`src/rtl/qspi_seq_pkg.sv`:
```
// rtl/qspi_seq_pkg.sv - shared codes and helpers for the QSPI phase sequencer
package qspi_seq_pkg;

  typedef enum logic [2:0] {
    SEG_INST  = 3'd0,
    SEG_ADDR  = 3'd1,
    SEG_DUMMY = 3'd2,
    SEG_WDATA = 3'd3,
    SEG_RDATA = 3'd4
  } seg_type_e;

  typedef enum logic [1:0] {
    LANE_SINGLE = 2'd0,
    LANE_DUAL   = 2'd1,
    LANE_QUAD   = 2'd2
  } lane_e;

  typedef enum logic [2:0] {
    ST_IDLE, ST_INST, ST_ADDR, ST_DUMMY, ST_DATA, ST_WAIT_DONE, ST_POP, ST_GAP
  } state_e;

  // A phase override, when enabled, replaces the global mode; spi wins over dpi.
  function automatic lane_e resolve_lanes(input logic mode_en, input logic spi, input logic dpi,
                                          input logic cur_spi, input logic cur_dpi);
    lane_e lanes;
    logic  s;
    logic  d;
    s = mode_en ? spi : cur_spi;
    d = mode_en ? dpi : cur_dpi;
    if (s)      lanes = LANE_SINGLE;
    else if (d) lanes = LANE_DUAL;
    else        lanes = LANE_QUAD;
    return lanes;
  endfunction

  // Next present phase after cur; ST_WAIT_DONE means nothing is left to issue.
  function automatic state_e phase_after(input state_e cur, input logic addr_p,
                                         input logic dummy_p, input logic data_p);
    state_e nxt;
    nxt = ST_WAIT_DONE;
    if (cur == ST_INST && addr_p)
      nxt = ST_ADDR;
    else if ((cur == ST_INST || cur == ST_ADDR) && dummy_p)
      nxt = ST_DUMMY;
    else if ((cur == ST_INST || cur == ST_ADDR || cur == ST_DUMMY) && data_p)
      nxt = ST_DATA;
    return nxt;
  endfunction

endpackage

```
`src/rtl/qspi_gap_timer.sv`:
```
// rtl/qspi_gap_timer.sv - chip-select gap down-counter
module qspi_gap_timer #(
  parameter int CS_GAP = 2
) (
  input  logic clock,
  input  logic reset,
  input  logic load,
  output logic expire
);

  logic [3:0] cnt;

  always_ff @(posedge clock) begin
    if (reset)
      cnt <= '0;
    else if (load)
      cnt <= 4'(CS_GAP);
    else if (cnt != 4'd0)
      cnt <= cnt - 4'd1;
  end

  // Fires on the final gap cycle so the FSM leaves GAP after exactly CS_GAP cycles.
  assign expire = (cnt == 4'd1);

endmodule

```
`src/rtl/qspi_phase_seq.sv`:
```
// rtl/qspi_phase_seq.sv - issues INST/ADDR/DUMMY/DATA segments for one buffered request
module qspi_phase_seq
  import qspi_seq_pkg::*;
#(
  parameter int CS_GAP = 2,
  parameter int SZ_W   = 8
) (
  input  logic            clock,
  input  logic            reset,
  input  logic            io_start_signal,
  input  logic            io_addr_valid,
  input  logic            io_dummy_valid,
  input  logic            io_wr_valid,
  input  logic            io_rd_valid,
  input  logic [7:0]      io_inst,
  input  logic [23:0]     io_addr,
  input  logic [SZ_W-1:0] io_inst_size,
  input  logic [SZ_W-1:0] io_inst_burstlen,
  input  logic [SZ_W-1:0] io_addr_size,
  input  logic [SZ_W-1:0] io_addr_burstlen,
  input  logic [SZ_W-1:0] io_dummy_size,
  input  logic [SZ_W-1:0] io_dummy_burstlen,
  input  logic [SZ_W-1:0] io_data_size,
  input  logic [SZ_W-1:0] io_data_burstlen,
  input  logic            io_addr_mode_en,
  input  logic            io_addr_spi_mode,
  input  logic            io_addr_dpi_mode,
  input  logic            io_data_mode_en,
  input  logic            io_data_spi_mode,
  input  logic            io_data_dpi_mode,
  input  logic            io_cur_spi_mode,
  input  logic            io_cur_dpi_mode,
  output logic            io_next_req,
  output logic            io_seg_valid,
  input  logic            io_seg_ready,
  output logic [2:0]      io_seg_type,
  output logic [SZ_W-1:0] io_seg_nibbles,
  output logic [1:0]      io_seg_lanes,
  output logic [23:0]     io_seg_wdata,
  output logic            io_seg_last,
  input  logic            io_seg_done,
  output logic            io_cs_active,
  output logic            io_busy,
  output logic            io_err_pulse
);

  state_e          state;
  logic [SZ_W-1:0] beat_cnt;
  logic            gap_expire;

  logic            r_addr_valid, r_dummy_valid, r_wr, r_rd;
  logic [23:0]     r_addr;
  logic [SZ_W-1:0] r_inst_bl, r_addr_size, r_addr_bl, r_dummy_size, r_dummy_bl, r_data_size, r_data_bl;
  logic            r_addr_mode_en, r_addr_spi, r_addr_dpi, r_data_mode_en, r_data_spi, r_data_dpi;
  logic            r_cur_spi, r_cur_dpi;

  logic            addr_p, dummy_p, data_p, in_addr_p, in_dummy_p, in_data_p;
  logic [SZ_W-1:0] in_inst_bl, cur_bl, beat_inc, tgt_bl, tgt_nib;
  logic            in_inst_last, accept, last_beat, next_beat_last, tgt_last;
  state_e          nxt_phase;
  logic [2:0]      tgt_type;
  logic [1:0]      tgt_lanes;
  logic [23:0]     tgt_wdata;

  qspi_gap_timer #(.CS_GAP(CS_GAP)) u_gap_timer (
    .clock  (clock),
    .reset  (reset),
    .load   (state == ST_POP),
    .expire (gap_expire)
  );

  // The request is copied once; the buffer head is never looked at again until the next IDLE.
  always_ff @(posedge clock) begin
    if (state == ST_IDLE && io_start_signal) begin
      r_addr_valid   <= io_addr_valid;
      r_dummy_valid  <= io_dummy_valid;
      r_wr           <= io_wr_valid;
      r_rd           <= io_rd_valid;
      r_addr         <= io_addr;
      r_inst_bl      <= in_inst_bl;
      r_addr_size    <= io_addr_size;
      r_addr_bl      <= io_addr_burstlen;
      r_dummy_size   <= io_dummy_size;
      r_dummy_bl     <= io_dummy_burstlen;
      r_data_size    <= io_data_size;
      r_data_bl      <= io_data_burstlen;
      r_addr_mode_en <= io_addr_mode_en;
      r_addr_spi     <= io_addr_spi_mode;
      r_addr_dpi     <= io_addr_dpi_mode;
      r_data_mode_en <= io_data_mode_en;
      r_data_spi     <= io_data_spi_mode;
      r_data_dpi     <= io_data_dpi_mode;
      r_cur_spi      <= io_cur_spi_mode;
      r_cur_dpi      <= io_cur_dpi_mode;
    end
  end

  always_comb begin
    in_addr_p    = io_addr_valid && (io_addr_burstlen != '0);
    in_dummy_p   = io_dummy_valid && (io_dummy_burstlen != '0);
    in_data_p    = (io_wr_valid || io_rd_valid) && (io_data_burstlen != '0);
    in_inst_bl   = (io_inst_burstlen == '0) ? SZ_W'(1) : io_inst_burstlen;
    in_inst_last = (in_inst_bl == SZ_W'(1)) &&
                   (phase_after(ST_INST, in_addr_p, in_dummy_p, in_data_p) == ST_WAIT_DONE);

    addr_p  = r_addr_valid && (r_addr_bl != '0);
    dummy_p = r_dummy_valid && (r_dummy_bl != '0);
    data_p  = (r_wr || r_rd) && (r_data_bl != '0);

    case (state)
      ST_INST:  cur_bl = r_inst_bl;
      ST_ADDR:  cur_bl = r_addr_bl;
      ST_DUMMY: cur_bl = r_dummy_bl;
      ST_DATA:  cur_bl = r_data_bl;
      default:  cur_bl = SZ_W'(1);
    endcase
    accept         = io_seg_valid && io_seg_ready;
    beat_inc       = beat_cnt + SZ_W'(1);
    last_beat      = (beat_inc == cur_bl);
    nxt_phase      = phase_after(state, addr_p, dummy_p, data_p);
    next_beat_last = (beat_inc + SZ_W'(1) == cur_bl) && (nxt_phase == ST_WAIT_DONE);

    tgt_type  = 3'd0;
    tgt_nib   = '0;
    tgt_lanes = 2'd0;
    tgt_wdata = 24'd0;
    tgt_bl    = '0;
    case (nxt_phase)
      ST_ADDR: begin
        tgt_type  = SEG_ADDR;
        tgt_nib   = r_addr_size;
        tgt_lanes = resolve_lanes(r_addr_mode_en, r_addr_spi, r_addr_dpi, r_cur_spi, r_cur_dpi);
        tgt_wdata = r_addr;
        tgt_bl    = r_addr_bl;
      end
      ST_DUMMY: begin
        tgt_type  = SEG_DUMMY;
        tgt_nib   = r_dummy_size;
        tgt_lanes = resolve_lanes(1'b0, 1'b0, 1'b0, r_cur_spi, r_cur_dpi);
        tgt_bl    = r_dummy_bl;
      end
      ST_DATA: begin
        tgt_type  = r_wr ? SEG_WDATA : SEG_RDATA;
        tgt_nib   = r_data_size;
        tgt_lanes = resolve_lanes(r_data_mode_en, r_data_spi, r_data_dpi, r_cur_spi, r_cur_dpi);
        tgt_bl    = r_data_bl;
      end
      default: ;
    endcase
    tgt_last = (tgt_bl == SZ_W'(1)) &&
               (phase_after(nxt_phase, addr_p, dummy_p, data_p) == ST_WAIT_DONE);
  end

  always_ff @(posedge clock) begin
    if (reset) begin
      state          <= ST_IDLE;
      beat_cnt       <= '0;
      io_next_req    <= 1'b0;
      io_seg_valid   <= 1'b0;
      io_seg_type    <= 3'd0;
      io_seg_nibbles <= '0;
      io_seg_lanes   <= 2'd0;
      io_seg_wdata   <= 24'd0;
      io_seg_last    <= 1'b0;
      io_cs_active   <= 1'b0;
      io_busy        <= 1'b0;
      io_err_pulse   <= 1'b0;
    end else begin
      io_next_req  <= 1'b0;
      io_err_pulse <= 1'b0;
      case (state)
        ST_IDLE: if (io_start_signal) begin
          state          <= ST_INST;
          beat_cnt       <= '0;
          io_seg_valid   <= 1'b1;
          io_seg_type    <= SEG_INST;
          io_seg_nibbles <= io_inst_size;
          io_seg_lanes   <= resolve_lanes(1'b0, 1'b0, 1'b0, io_cur_spi_mode, io_cur_dpi_mode);
          io_seg_wdata   <= {io_inst, 16'h0000};
          io_seg_last    <= in_inst_last;
          io_cs_active   <= 1'b1;
          io_busy        <= 1'b1;
          io_err_pulse   <= io_wr_valid && io_rd_valid;
        end
        ST_INST, ST_ADDR, ST_DUMMY, ST_DATA: if (accept) begin
          if (!last_beat) begin
            beat_cnt    <= beat_inc;
            io_seg_last <= next_beat_last;
          end else begin
            beat_cnt       <= '0;
            io_seg_type    <= tgt_type;
            io_seg_nibbles <= tgt_nib;
            io_seg_lanes   <= tgt_lanes;
            io_seg_wdata   <= tgt_wdata;
            io_seg_last    <= tgt_last;
            if (nxt_phase != ST_WAIT_DONE) begin
              state <= nxt_phase;
            end else begin
              io_seg_valid <= 1'b0;
              state        <= io_seg_done ? ST_POP : ST_WAIT_DONE;
              io_next_req  <= io_seg_done;
            end
          end
        end
        ST_WAIT_DONE: if (io_seg_done) begin
          state       <= ST_POP;
          io_next_req <= 1'b1;
        end
        ST_POP: begin
          state        <= ST_GAP;
          io_cs_active <= 1'b0;
        end
        ST_GAP: if (gap_expire) begin
          state   <= ST_IDLE;
          io_busy <= 1'b0;
        end
        default: state <= ST_IDLE;
      endcase
    end
  end

endmodule

```
`config.mk`:
```
export PLATFORM = sky130hd
export DESIGN_NAME = qspi_phase_seq
export DESIGN_NICKNAME = d
export VERILOG_FILES = /design/src/rtl/qspi_seq_pkg.sv /design/src/rtl/qspi_gap_timer.sv /design/src/rtl/qspi_phase_seq.sv
export SDC_FILE = /design/constraint.sdc
export NUM_CORES = 1
export LEC_CHECK = 0
export CORE_UTILIZATION = 45
export CTS_CLUSTER_DIAMETER = 120
export DETAILED_ROUTE_END_ITERATION = 16
export PLACE_DENSITY = 0.85
export RECOVER_POWER = 100
export SKIP_CTS_REPAIR_TIMING = 1
export SLEW_MARGIN = 40
export SYNTH_ARGS = -nofsm -noshare
export SYNTH_HDL_FRONTEND = slang
export SYNTH_SLANG_ARGS = --single-unit
```
`constraint.sdc`:
```
create_clock -name clock -period 4.1 [get_ports clock]
set_input_delay 0.82 -clock clock [delete_from_list [all_inputs] [get_ports clock]]
set_output_delay 0.82 -clock clock [all_outputs]
set_load 0.01 [all_outputs]
```
==> run summary, run 1 <==
result of the run -> finished clean
final critical path time including I/O delays and setup -> 3760 ps
TritonCTS clock tree -> done
final number of max-transition violations -> 0
largest fanout of any net on the critical path -> 56
power density cells -> 637 nW/µm²
cell area after synthesis -> 6560 µm²
vias in the first global route -> 5376
setup repair after global routing missed its margin -> false
post-DR vias/cell -> 5.82
sequential cell fraction of total power -> 39.0%
clock insertion delay at the later pin of the skew report -> 430 ps
highest achievable clock rate -> 266 MHz
reported leakage power -> 0.00310 µW
GR Overflow Total -> 0
count of flip-flops with a built-in enable after synthesis -> 92
number of nets still failing antenna checks after routing -> 0
most used standard cells in the synthesized netlist -> sky130_fd_sc_hd__edfxtp_1, sky130_fd_sc_hd__dfxtp_1, sky130_fd_sc_hd__nand2_1
Synth Flop Type -> sky130_fd_sc_hd__edfxtp_1
count of unique library cells instantiated by Yosys -> 66
number of antenna violations at the first check in global routing -> 1
Mapped Cells -> 589
biggest area consumer among synthesized cells -> sky130_fd_sc_hd__edfxtp_1
Internal Power -> 3630 µW
total net switching power -> 2010 µW
relative slew slack -> 7.36%
synthesized netlist net count -> 704
cell type group with the largest total delay on the critical path -> buffers and inverters
root cell of the clock tree -> sky130_fd_sc_hd__clkbuf_16
largest net degree at the start of global routing -> 57
residual DRC count -> 0
ys async rst share -> 0%
horizontal die dimension -> 123 µm
sum of routed wire length over all layers -> 17100 µm
final-report hold violation count -> 0
fraction of layout cells with a size suffix above 1 -> 9.37%
Arr. time, crit path -> 3640 ps
number of inserted filler cells in the final layout -> 1043
maximum clock insertion buffer count -> 2
warnings from Yosys -> 0
Setup Skew -> 6.95 ps
Area contributors post-synth -> sky130_fd_sc_hd__edfxtp_1, sky130_fd_sc_hd__dfxtp_1, sky130_fd_sc_hd__a21oi_1, sky130_fd_sc_hd__nand2_1, sky130_fd_sc_hd__nor2_1
path category of the worst min-delay check -> reg -> reg
main combinational cell family by area after synthesis -> simple AND/OR/NAND/NOR gates
share of synthesized area spent on multiplexers -> 0.515%
hold_sp -> io_seg_wdata[4]
Worst path slowest cell -> sky130_fd_sc_hd__clkbuf_2
CP endpoint kind -> flip-flop
Port-buffer cells -> 155
worst stage delay on the critical path -> 940 ps
cell with the most instances after synthesis -> sky130_fd_sc_hd__edfxtp_1
initial standard-cell utilization of the core -> 46.7%
GRT Resource Usage Total -> 23.9%
worst setup slack before clock tree synthesis -> 572 ps
combinational share of power -> 32.9%
Final setup viols -> 0
CORE AREA -> 14000 µm²
synth-to-layout area growth -> 34.9%
# rows -> 43
mean area per synthesized cell -> 11.1 µm²
total via count after detailed routing -> 5399
Setup crit start kind -> flip-flop
post-synthesis xor/xnor area fraction -> 1.20%
Die Area -> 15100 µm²
post-CTS clock slew at the launch and capture registers of the worst setup and hold paths -> 60 ps
largest voltage drop on the vdd net -> 0.400 mV
Num CTS Buffers -> 17
reg-to-reg critical path endpoint -> r_inst_bl[5]
weighted congestion reported at the end of routability-driven placement -> 0.914
endpoint with the worst hold slack -> io_seg_wdata[4]
FF-to-FF setup slack -> 340 ps
MaxCap Viol Count -> 0
number of search-and-repair iterations in the first detailed-routing pass -> 5
area fraction of the dominant cell type after synthesis -> 42.1%
post-synthesis simple-gate area fraction -> 17.7%
Worst R2R Start -> state[2]
count of routing violations after the opening detailed-route iteration -> 556
wire length of the first global-routing pass -> 27000 µm
clock group share of total power -> 28.2%
Worst Hold Depth -> 2
maximum level of the CTS H-tree -> 4
crit path cell chain -> clkbuf_1 > or2_2 > nor2_1 > nand2_1 > clkinvlp_2 > clkbuf_2
TritonCTS sink count -> 150
fraction of the mapped netlist area in adder cells -> 0.381%
period utilisation layout -> 91.6%
register area share after synthesis -> 59.8%
estimated wirelength of the detail-placed design -> 12200 µm
Yosys reg bits -> 150
fin nets -> 849
total negative slack -> 0 ps
final setup slack of the worst path -> 344 ps
routed wire length per instance -> 18.4 µm
number of primary I/O pins -> 156
Die Y-Extent -> 123 µm
critical path start-end classification -> reg -> reg
required time reported for the critical path endpoint -> 3990 ps
measured slew at the worst slew-check pin -> 1390 ps
switching fraction of total power -> 35.6%
number of buffer and inverter instances along the worst setup path -> 3
Synth Area in Compound Gates -> 16.9%
worst reg-to-reg path cell count -> 6
-- cell families after synthesis --
kind of cell,after synthesis
multiplexers,3
AND/OR/NAND/NOR,223
adder cells (fa/ha/maj),2
AO/OA/AOI/OAI,156
flip-flops,150
buffers and inverters,46
XOR/XNOR,9
-- layer usage --
layer	part of all wire (%)	track usage (%)
met1	40	30.1
met2	49	38.6
met3	7.3	5.20
met4	3.2	12.1
met5	0	0
-- worst reg2reg max path: stages, from the launching register on --
cell	delay [ps]
sky130_fd_sc_hd__dfxtp_1	630
sky130_fd_sc_hd__clkbuf_1	460
sky130_fd_sc_hd__or2_2	230
sky130_fd_sc_hd__nor2_1	70
sky130_fd_sc_hd__nand2_1	220
sky130_fd_sc_hd__clkinvlp_2	630
sky130_fd_sc_hd__clkbuf_2	940
-- state kept, by name (all words and copies together) (netlist names), 2 cells and up --
name / flops
r_data_size: 8
r_dummy_size: 8
r_addr_bl: 8
r_data_bl: 8
io_seg_nibbles: 8
r_dummy_bl: 8
state: 3
r_inst_bl: 8
io_seg_wdata: 24
r_addr_size: 8
io_seg_type: 3
u_gap_timer.cnt: 4
beat_cnt: 8
io_seg_lanes: 2
r_addr: 24
-- through the flow --
stage          hold WS [ps]  cell area, µm²  std cells  power [µW]  util (%)
3_5_place_dp            445            8240        895        4100      58.7
4_1_cts                 457            8860        927        5700      63.1
5_1_grt                 471            8850        928        5920      63.0
2_1_floorplan           448            6560        589        3440         -
6_report                451            8850        928        5640      63.0
3_3_place_gp            440            8240        895        4010      58.7
-- worst max-delay path by stage --
stage                             end  slack, ps  cells past startpoint      from
floorplan              io_seg_type[1]        220                     10  state[1]
global placement    io_seg_nibbles[5]        790                      8  state[2]
detailed placement  io_seg_nibbles[4]        570                      8  state[2]
CTS                 io_seg_nibbles[5]        540                      8  state[2]
global route             r_inst_bl[5]        100                      6  state[2]
finish                   r_inst_bl[5]        340                      6  state[2]
-- placed cells by master, fill, tap and decap left out, drive strengths merged, types with 4 or more instances in the layout --
master	count
nor3	32
nand2b	5
clkbuf	25
a311oi	10
buf	8
xnor2	6
nor2b	7
a211oi	6
a21oi	45
nor4	13
o21ai	19
or3	5
nor2	48
clkdlybuf4s50	20
a32oi	4
a221oi	10
a22o	6
a22oi	19
inv	12
nand2	54
edfxtp	92
dlygate4sd3	134
nand3b	6
a31oi	4
o211ai	4
nand3	31
dfxtp	58
a21o	4
-- layout make-up --
cell class                      count  area [µm²]  share of cell area (%)
Sequential cell                   150        3920                    44.3
Clock inverter                     12         121                    1.37
Timing Repair Buffer              167        1620                    18.3
Clock buffer                       20         500                    5.65
Tap cell                          180         225                    2.54
Antenna cell                        1        2.50                  0.0283
Inverter                            5        20.0                   0.226
Multi-Input combinational cell    393        2440                    27.5
-- power groups by stage --
stage	Combinational (µW)	Clock, µW	Sequential (µW)
final	1850	1590	2200
after CTS	1900	1610	2190
after global placement	1810	0	2200
after detailed placement	1880	0	2220
after floorplan	1230	0	2210
after global routing	2020	1670	2230
Power figures use the tool's default switching activity.
==> run 2, diff against run 1 <==
- CTS_CLUSTER_DIAMETER: 120 -> unset
==> results of run 2 <==
No change in the layout: final DEF, timing and power equal those of run 1.
==> run 3, diff against run 2 <==
- CAP_MARGIN: unset -> 20
==> results of run 3 <==
No change in the layout: final DEF, timing and power equal those of run 1.
